`config.mk`:
```
export PLATFORM = sky130hd
export DESIGN_NAME = branch_predictor
export DESIGN_NICKNAME = d
export VERILOG_FILES = /design/src/rtl/branch_predictor.sv
export SDC_FILE = /design/constraint.sdc
export NUM_CORES = 1
export LEC_CHECK = 0
export ABC_AREA = 1
export BUFFER_PORTS_ARGS = -buffer_cell sky130_fd_sc_hd__clkbuf_2
export CAP_MARGIN = 5
export CORE_MARGIN = 4
export CORE_UTILIZATION = 50
export DETAILED_ROUTE_END_ITERATION = 10
export GPL_TIMING_DRIVEN = 0
export HOLD_SLACK_MARGIN = 0.12
export PLACE_DENSITY = 0.7
export SLEW_MARGIN = 20
export SYNTH_ARGS = -nofsm -noshare
export SYNTH_HDL_FRONTEND = slang
export SYNTH_SLANG_ARGS = --single-unit
export TNS_END_PERCENT = 30
```
`constraint.sdc`:
```
create_clock -name clk -period 2.7 [get_ports clk]
set_input_delay 0.135 -clock clk [delete_from_list [all_inputs] [get_ports clk]]
set_output_delay 0.135 -clock clk [all_outputs]
set_load 0.05 [all_outputs]
```
`src/rtl/branch_predictor.sv`:
```
// Bimodal branch direction predictor: 2-bit saturating counters indexed by PC.
// Define BRANCH_PREDICTOR_GSHARE_EN to XOR a global history register into the index.
module branch_predictor #(
   parameter int unsigned INDEX_BITS = 6,
   parameter logic [1:0]  INIT_STATE = 2'b01
) (
   input  logic        clk,
   input  logic        reset,
   output logic        ready,
   input  logic        lookup_valid,
   input  logic [31:0] lookup_pc,
   output logic        pred_valid,
   output logic        pred_taken,
   input  logic        update_valid,
   input  logic [31:0] update_pc,
   input  logic        update_taken
);

   localparam int unsigned ENTRIES = 1 << INDEX_BITS;
   localparam logic [INDEX_BITS-1:0] IDX_ONE  = 1;
   localparam logic [INDEX_BITS-1:0] IDX_LAST = '1;

   typedef enum logic {
      S_CLEAR = 1'b0,
      S_READY = 1'b1
   } state_t;

   state_t                r_state;
   state_t                w_state_nxt;
   logic [INDEX_BITS-1:0] r_clr_idx;
   logic [1:0]            r_table [ENTRIES];

   logic                  w_clearing;
   logic                  w_clr_last;
   logic                  w_up_en;
   logic [INDEX_BITS-1:0] w_lk_pc_idx;
   logic [INDEX_BITS-1:0] w_up_pc_idx;
   logic [INDEX_BITS-1:0] w_lk_idx;
   logic [INDEX_BITS-1:0] w_up_idx;
   logic [1:0]            w_lk_cnt;
   logic [1:0]            w_up_cnt;
   logic [1:0]            w_up_cnt_nxt;
   logic                  w_unused_pc_bits;

   assign w_lk_pc_idx = lookup_pc[INDEX_BITS+1:2];
   assign w_up_pc_idx = update_pc[INDEX_BITS+1:2];
   assign w_unused_pc_bits = ^{lookup_pc[31:INDEX_BITS+2], lookup_pc[1:0],
                               update_pc[31:INDEX_BITS+2], update_pc[1:0]};

   // State register
   always_ff @(posedge clk or posedge reset) begin
      if (reset) begin
         r_state <= S_CLEAR;
      end else begin
         r_state <= w_state_nxt;
      end
   end

   // Next-state logic
   always_comb begin
      w_state_nxt = r_state;
      unique case (r_state)
         S_CLEAR: w_state_nxt = w_clr_last ? S_READY : S_CLEAR;
         S_READY: w_state_nxt = S_READY;
      endcase
   end

   // Output decode
   always_comb begin
      w_clearing = (r_state == S_CLEAR);
      ready      = (r_state == S_READY);
   end

   assign w_clr_last = (r_clr_idx == IDX_LAST);
   assign w_up_en    = update_valid && !w_clearing;

   always_ff @(posedge clk or posedge reset) begin
      if (reset) begin
         r_clr_idx <= '0;
      end else if (w_clearing) begin
         r_clr_idx <= r_clr_idx + IDX_ONE;
      end
   end

`ifdef BRANCH_PREDICTOR_GSHARE_EN
   logic [INDEX_BITS-1:0] r_ghr;

   // Both ports hash with the pre-shift history of this cycle
   assign w_lk_idx = w_lk_pc_idx ^ r_ghr;
   assign w_up_idx = w_up_pc_idx ^ r_ghr;

   always_ff @(posedge clk or posedge reset) begin
      if (reset) begin
         r_ghr <= '0;
      end else if (w_up_en) begin
         r_ghr <= {r_ghr[INDEX_BITS-2:0], update_taken};
      end
   end
`else
   assign w_lk_idx = w_lk_pc_idx;
   assign w_up_idx = w_up_pc_idx;
`endif

   assign w_lk_cnt = r_table[w_lk_idx];
   assign w_up_cnt = r_table[w_up_idx];

   always_comb begin
      w_up_cnt_nxt = w_up_cnt;
      if (update_taken) begin
         if (w_up_cnt != 2'b11) w_up_cnt_nxt = w_up_cnt + 2'b01;
      end else begin
         if (w_up_cnt != 2'b00) w_up_cnt_nxt = w_up_cnt - 2'b01;
      end
   end

   // Table storage has no reset; the clear sequence owns initialisation
   always_ff @(posedge clk) begin
      if (w_clearing) begin
         r_table[r_clr_idx] <= INIT_STATE;
      end else if (w_up_en) begin
         r_table[w_up_idx] <= w_up_cnt_nxt;
      end
   end

   always_ff @(posedge clk or posedge reset) begin
      if (reset) begin
         pred_valid <= 1'b0;
         pred_taken <= 1'b0;
      end else begin
         pred_valid <= lookup_valid;
         if (lookup_valid) begin
            pred_taken <= w_clearing ? 1'b0 : w_lk_cnt[1];
         end
      end
   end

endmodule

```
==> metrics.cfg, run 1 <==
[worst_setup_path]
rrSetupSlack_ns=0.15
cpMaxStageDelayCell=nand4_1
crit_start=ready
r2r_start=ready
critPathMaxStageDelay_ns=0.64
required_ns=2.80
endpoint_kind=register
startpoint_type=register
arrival_ns=2.65
crit_type=reg2reg
path_max_fanout=10
path_cells=nand2_4 > inv_2 > or2_1 > o21ai_2 > inv_4 > nand4_1 > nor2_1

[clock_tree]
numCtsBuffers=17
cts_root_buf=clkbuf_16
clock-sinks=137
clk_path_buf_depth=2
clk_latency_ns=0.43
postCtsResizedCells=0
clk_pin_slew_ns=0.06
cts_tree=built
h-tree-depth=4

[grt]
gr-usage-all-layers_pct=27.8
grt_pass1_vias=5245
gr-total-overflow=0
antenna_found_initial=0
grt_max_degree=65
grt_pass1_wl_um=30100

[timing]
finalCritPeriodShare_pct=94.4
hold_slack_ns=0.169
tightest_slew_ns=0.806
finalCriticalPeriod_ns=2.55
rsz0062_at_grt=false
slew_viol_final=0
fin_ws_ns=0.150
skew_ns=0.00663
setup_viol=0
relSlewSlack_pct=46.1
max_freq_ghz=0.392
hold_viol_final=0

[cells_and_area]
drive_above_1_share_pct=11.4
utilization_pct=58.1
seq_area_sq_um=4070
fin_area_sq_um=7670
nNetsFinal=839
nFillCells=1153
insertedDiodeCount=0
area_growth_pct=14.2
multi_input_area_sq_um=2380

[drt]
vias_per_cell=5.94
first_iter_violations=926
post-route-drc-count=0
ant_nets=0
first_pass_iters=6
wl_um=20600
wl_per_cell_um=21.5
vias=5690

[synth]
syn_area_sq_um=6720
synth_common_cells=nand2_1 (261), nand3_1 (169), edfxtp_1 (128)
synth_fp_nets=802
synth_edf_count=128
yosysMostFrequentCell=nand2_1
synthTopCellsByArea=edfxtp_1 (57%), nand2_1 (15%), nand3_1 (13%)
async_flop_share_pct=6.57
synth-seq-area-share_pct=60.6
yosys_most_used_dff=edfxtp_1
synth.largest_area_cell=edfxtp_1
synth.top_cell.area_share_pct=57.2
syn_avg_cell_area_sq_um=9.18
synth.distinct_cells=28
synth_seq_cells=137
yosysWarnings=0
netlist_instances=732

[power]
power.total_w=0.00487
swShare_pct=23.4
powerDensity_nw_per_um2=636
intPower_w=0.00373
power_frac_clock_pct=45.5
peakVddDrop_mv=0.451
switchingPower_w=0.00114
pwr-share-comb_pct=7.5
seq_power_share_pct=47.0
power.leakage_nw=2.95

[floorplanning]
die_w_um=124
dieArea_sq_um=15400
start_util_pct=50.9
io_pins=72
fp.dieH_um=124
rows=42
core_sq_um=13200

[placement]
portBuffers=13
postPlaceCellArea_sq_um=7080
hpwl_um=13300
place_congestion=0.989
post-place-ws_ns=-0.138

[status]
status=finished clean

[worst_hold_path]
holdCritPathClass=in2reg
min_from=lookup_pc[6]

[run]
max_cap_violations=0

## power by group through the flow
| stage | clock network [W] | logic [W] | registers (W) |
|---|---|---|---|
| 2_1_floorplan | 0 | 0.000222 | 0.00234 |
| 3_3_place_gp | 0 | 0.000337 | 0.00233 |
| 3_5_place_dp | 0 | 0.000348 | 0.00233 |
| 4_1_cts | 0.00223 | 0.000353 | 0.00229 |
| 5_1_grt | 0.00233 | 0.000391 | 0.00229 |
| 6_report | 0.00222 | 0.000367 | 0.00229 |
## area by class of cell
cell class	count	area share [%]
Sequential cell	137	53.1
Multi-Input combinational cell	532	31.1
Clock buffer	18	5.60
Tap cell	176	2.87
Buffer	36	2.37
Timing Repair Buffer	18	1.96
Clock inverter	14	1.71
Inverter	27	1.35
## registers in the layout (all words and copies together) (netlist names)
register    count
ready           1
pred_valid      1
pred_taken      1
r_clr_idx       6
r_table       128
## cell usage in the layout (no fill, tap or decap), types with 3 or more instances in the layout
| cell type | synthesis | routed |
|---|---|---|
| xor2_1 | 4 | 4 |
| clkbuf_1 | 7 | 8 |
| clkinvlp_4 | 0 | 5 |
| inv_1 | 21 | 21 |
| buf_2 | 25 | 25 |
| inv_2 | 5 | 5 |
| nand3_4 | 2 | 3 |
| o21ai_1 | 3 | 3 |
| clkbuf_2 | 0 | 13 |
| nand2_1 | 261 | 261 |
| edfxtp_1 | 128 | 128 |
| a21oi_1 | 3 | 3 |
| clkbuf_16 | 0 | 17 |
| nor2_1 | 64 | 63 |
| dlygate4sd3_1 | 0 | 3 |
| nor4_1 | 6 | 6 |
| clkinv_1 | 0 | 4 |
| nand3_1 | 169 | 168 |
| buf_4 | 4 | 4 |
| o21ai_2 | 3 | 3 |
| nand4_1 | 6 | 6 |
| dfrtp_1 | 9 | 9 |
## logic make-up (layout without fill, tap and decap cells)
| family | count (synthesis) | count (layout) | synth area share (%) |
|---|---|---|---|
| xor+xnor | 4 | 4 | 0.522 |
| buf+inv | 63 | 113 | 4.25 |
| compound gates | 12 | 12 | 1.25 |
| simple gates | 515 | 515 | 33.2 |
| fa+ha+maj | 1 | 1 | 0.186 |
| flops | 137 | 137 | 60.6 |
## final timing paths
kind,depth (start not counted),end
min,4,pred_taken
min reg2reg,1,r_clr_idx[5]
min in group asynchronous,3,r_clr_idx[1]
max in group asynchronous,3,r_clr_idx[2]
max,7,r_table[63][1]
max reg2reg,7,r_table[63][1]
## worst max-delay path: cells and delay by family, from the launching register on
family	cells	cell delay, ns
compound gates	1	0.10
buf+inv	2	0.27
flops	1	0.50
simple gates	4	1.35
## stage by stage
step,setup TNS (ns),std cells
after floorplan,0,732
after global placement,-180.50,921
after detailed placement,-9.98,923
after CTS,0,958
after global routing,0,958
final,0,958
## what timing repair did
item | 4_1_cts | 5_1_grt
endpoints found under the hold margin | 11 | 0
hold buffers | 3 | 0
buffers inserted | 0 | 0
## metal layers
metal / track usage [%] / vias to the layer above / part of all wire (%)
li1: - / 2581 / -
met1: 36.8 / 2673 / 38
met2: 42.1 / 371 / 45
met3: 7.90 / 65 / 12
met4: 14.0 / 0 / 4.2
met5: 0 / - / 0
No activity file was read; power rests on OpenSTA's default activity.
==> run 2, diff against run 1 <==
Settings changed: MAX_ROUTING_LAYER from default to met4.
==> metrics.cfg, run 2 (synthesis results as in run 1) <==
[drt]
first_pass_iters=9  ; +3
first_iter_violations=852  ; -8.0%
ant_nets=0  ; unchanged
wl_um=20900  ; +1.3%
vias_per_cell=5.99  ; +0.81%
wl_per_cell_um=21.8  ; +1.1%
vias=5748  ; +1.0%
post-route-drc-count=0  ; unchanged

[timing]
relSlewSlack_pct=45.9  ; -0.25 points
hold_viol_final=0  ; unchanged
finalCritPeriodShare_pct=93.7  ; -0.73 points
hold_slack_ns=0.199  ; +0.0293 ns
tightest_slew_ns=0.812  ; +0.00611 ns
finalCriticalPeriod_ns=2.53  ; -0.0196 ns
setup_viol=0  ; unchanged
fin_tns_setup_ns=0  ; unchanged
rsz0062_at_grt=false
slew_viol_final=0  ; unchanged
skew_ns=0.00855  ; +0.00192 ns
max_freq_ghz=0.395  ; +0.77%

[floorplanning]
io_pins=72  ; unchanged
rows=42  ; unchanged
dieArea_sq_um=15400  ; unchanged
core_sq_um=13200  ; unchanged
start_util_pct=50.9  ; unchanged
fp.dieH_um=124  ; unchanged
die_w_um=124  ; unchanged

[grt]
grt_pass1_wl_um=30900  ; +2.9%
antenna_found_initial=0  ; unchanged
grt_max_degree=65  ; unchanged
gr-usage-all-layers_pct=29.2  ; +1.4 points
gr-total-overflow=0  ; unchanged
grt_pass1_vias=5448  ; +3.9%

[worst_setup_path]
path_max_fanout=10  ; unchanged
crit_type=reg2reg
endpoint_kind=register
startpoint_type=register
crit_start=ready
required_ns=2.80  ; about the same
worstRegToRegCells=6  ; -1
arrival_ns=2.63  ; -0.02 ns
r2r_start=ready

[cells_and_area]
regMostFlops=r_table
utilization_pct=58.8  ; +0.66 points
nFillCells=1123  ; -2.6%
fin_area_sq_um=7750  ; +1.1%
largestRegisters=r_table x128, r_clr_idx x6
area_growth_pct=15.5
multi_input_area_sq_um=2380  ; unchanged
final_common_cell=nand2_1
insertedDiodeCount=0  ; unchanged
seq_area_sq_um=4070  ; unchanged
drive_above_1_share_pct=11.7  ; +0.35 points
final_cell_mix=nand2_1 (261), nand3_1 (168), edfxtp_1 (128)
largest_reg_flops=128  ; unchanged
nNetsFinal=841  ; +0.24%

[placement]
portBuffers=13  ; unchanged
postPlaceCellArea_sq_um=7080  ; unchanged
hpwl_um=13600  ; +1.9%
place_congestion=1.04  ; +5.0%

[clock_tree]
h-tree-depth=4  ; unchanged
cts_tree=built
clk_path_buf_depth=2  ; unchanged
numCtsBuffers=17  ; unchanged
cts_root_buf=clkbuf_16
postCtsResizedCells=0  ; unchanged
clk_pin_slew_ns=0.06  ; about the same
clock-sinks=137  ; unchanged
clk_latency_ns=0.43  ; about the same

[worst_hold_path]
min_from=lookup_pc[6]
holdCritPathClass=in2reg
hold_depth=4  ; unchanged

[power]
powerDensity_nw_per_um2=665  ; +4.6%
power.leakage_nw=3.00  ; +1.8%
peakVddDrop_mv=0.628  ; +39%

[run]
max_cap_violations=0  ; unchanged

[status]
status=finished clean

## run 2: per-layer routing
layer	part of all wire (%)	vias to the layer above	track usage, %
met5	0	-	-
met4	3.5	0	12.2
met3	12	64	7.40
met2	46	397	44.1
met1	38	2702	37.9
li1	-	2585	-
## run 2: final timing paths
path / to / slack [ns]
max reg2reg: r_table[4][0] / 0.17
min: pred_taken / 0.20
min reg2reg: r_clr_idx[5] / 0.51
max in group asynchronous: r_clr_idx[3] / 2.22
min in group asynchronous: r_clr_idx[1] / 0.21
max: r_table[4][0] / 0.17
## run 2: layout make-up
| type | instances | area share, % |
|---|---|---|
| timing repair buffer | 20 | 2.13 |
| multi-input combinational | 532 | 30.7 |
| sequential | 137 | 52.5 |
| clock inverter | 14 | 2.63 |
| tap | 176 | 2.84 |
| buffer | 36 | 2.34 |
| clock buffer | 18 | 5.53 |
| inverter | 27 | 1.34 |
## run 2: power breakdown
part | switching [W] | internal, W | total (W) | leakage [nW]
clock | 0.000874 | 0.00162 | 0.00250 | 0.302
sequential | 0.000000245 | 0.00229 | 0.00229 | 1.01
combinational | 0.000262 | 0.000105 | 0.000367 | 1.69
total | 0.00114 | 0.00402 | 0.00515 | 3.00
## run 2: timing repair
item | in CTS | in global routing
endpoints found under the setup margin | 0 | 1
buffers inserted | 0 | 2
endpoints found under the hold margin | 11 | 0
hold buffers | 3 | 0
## run 2: critical path, stage by stage, from the launching register on
cell	delay, ns
dfrtp_1	0.46
nand2_4	0.18
inv_2	0.09
or2_1	0.22
o21ai_2	0.14
nand4_1	0.68
nor2_1	0.42
## run 2: through the flow
step | total power, W | instances | worst slack (ns)
2_1_floorplan | 0.00256 | 732 | 0.168
3_3_place_gp | 0.00267 | 921 | -1.51
3_5_place_dp | 0.00268 | 923 | -0.148
4_1_cts | 0.00516 | 958 | 0.180
5_1_grt | 0.00531 | 960 | 0.0335
6_report | 0.00515 | 960 | 0.170
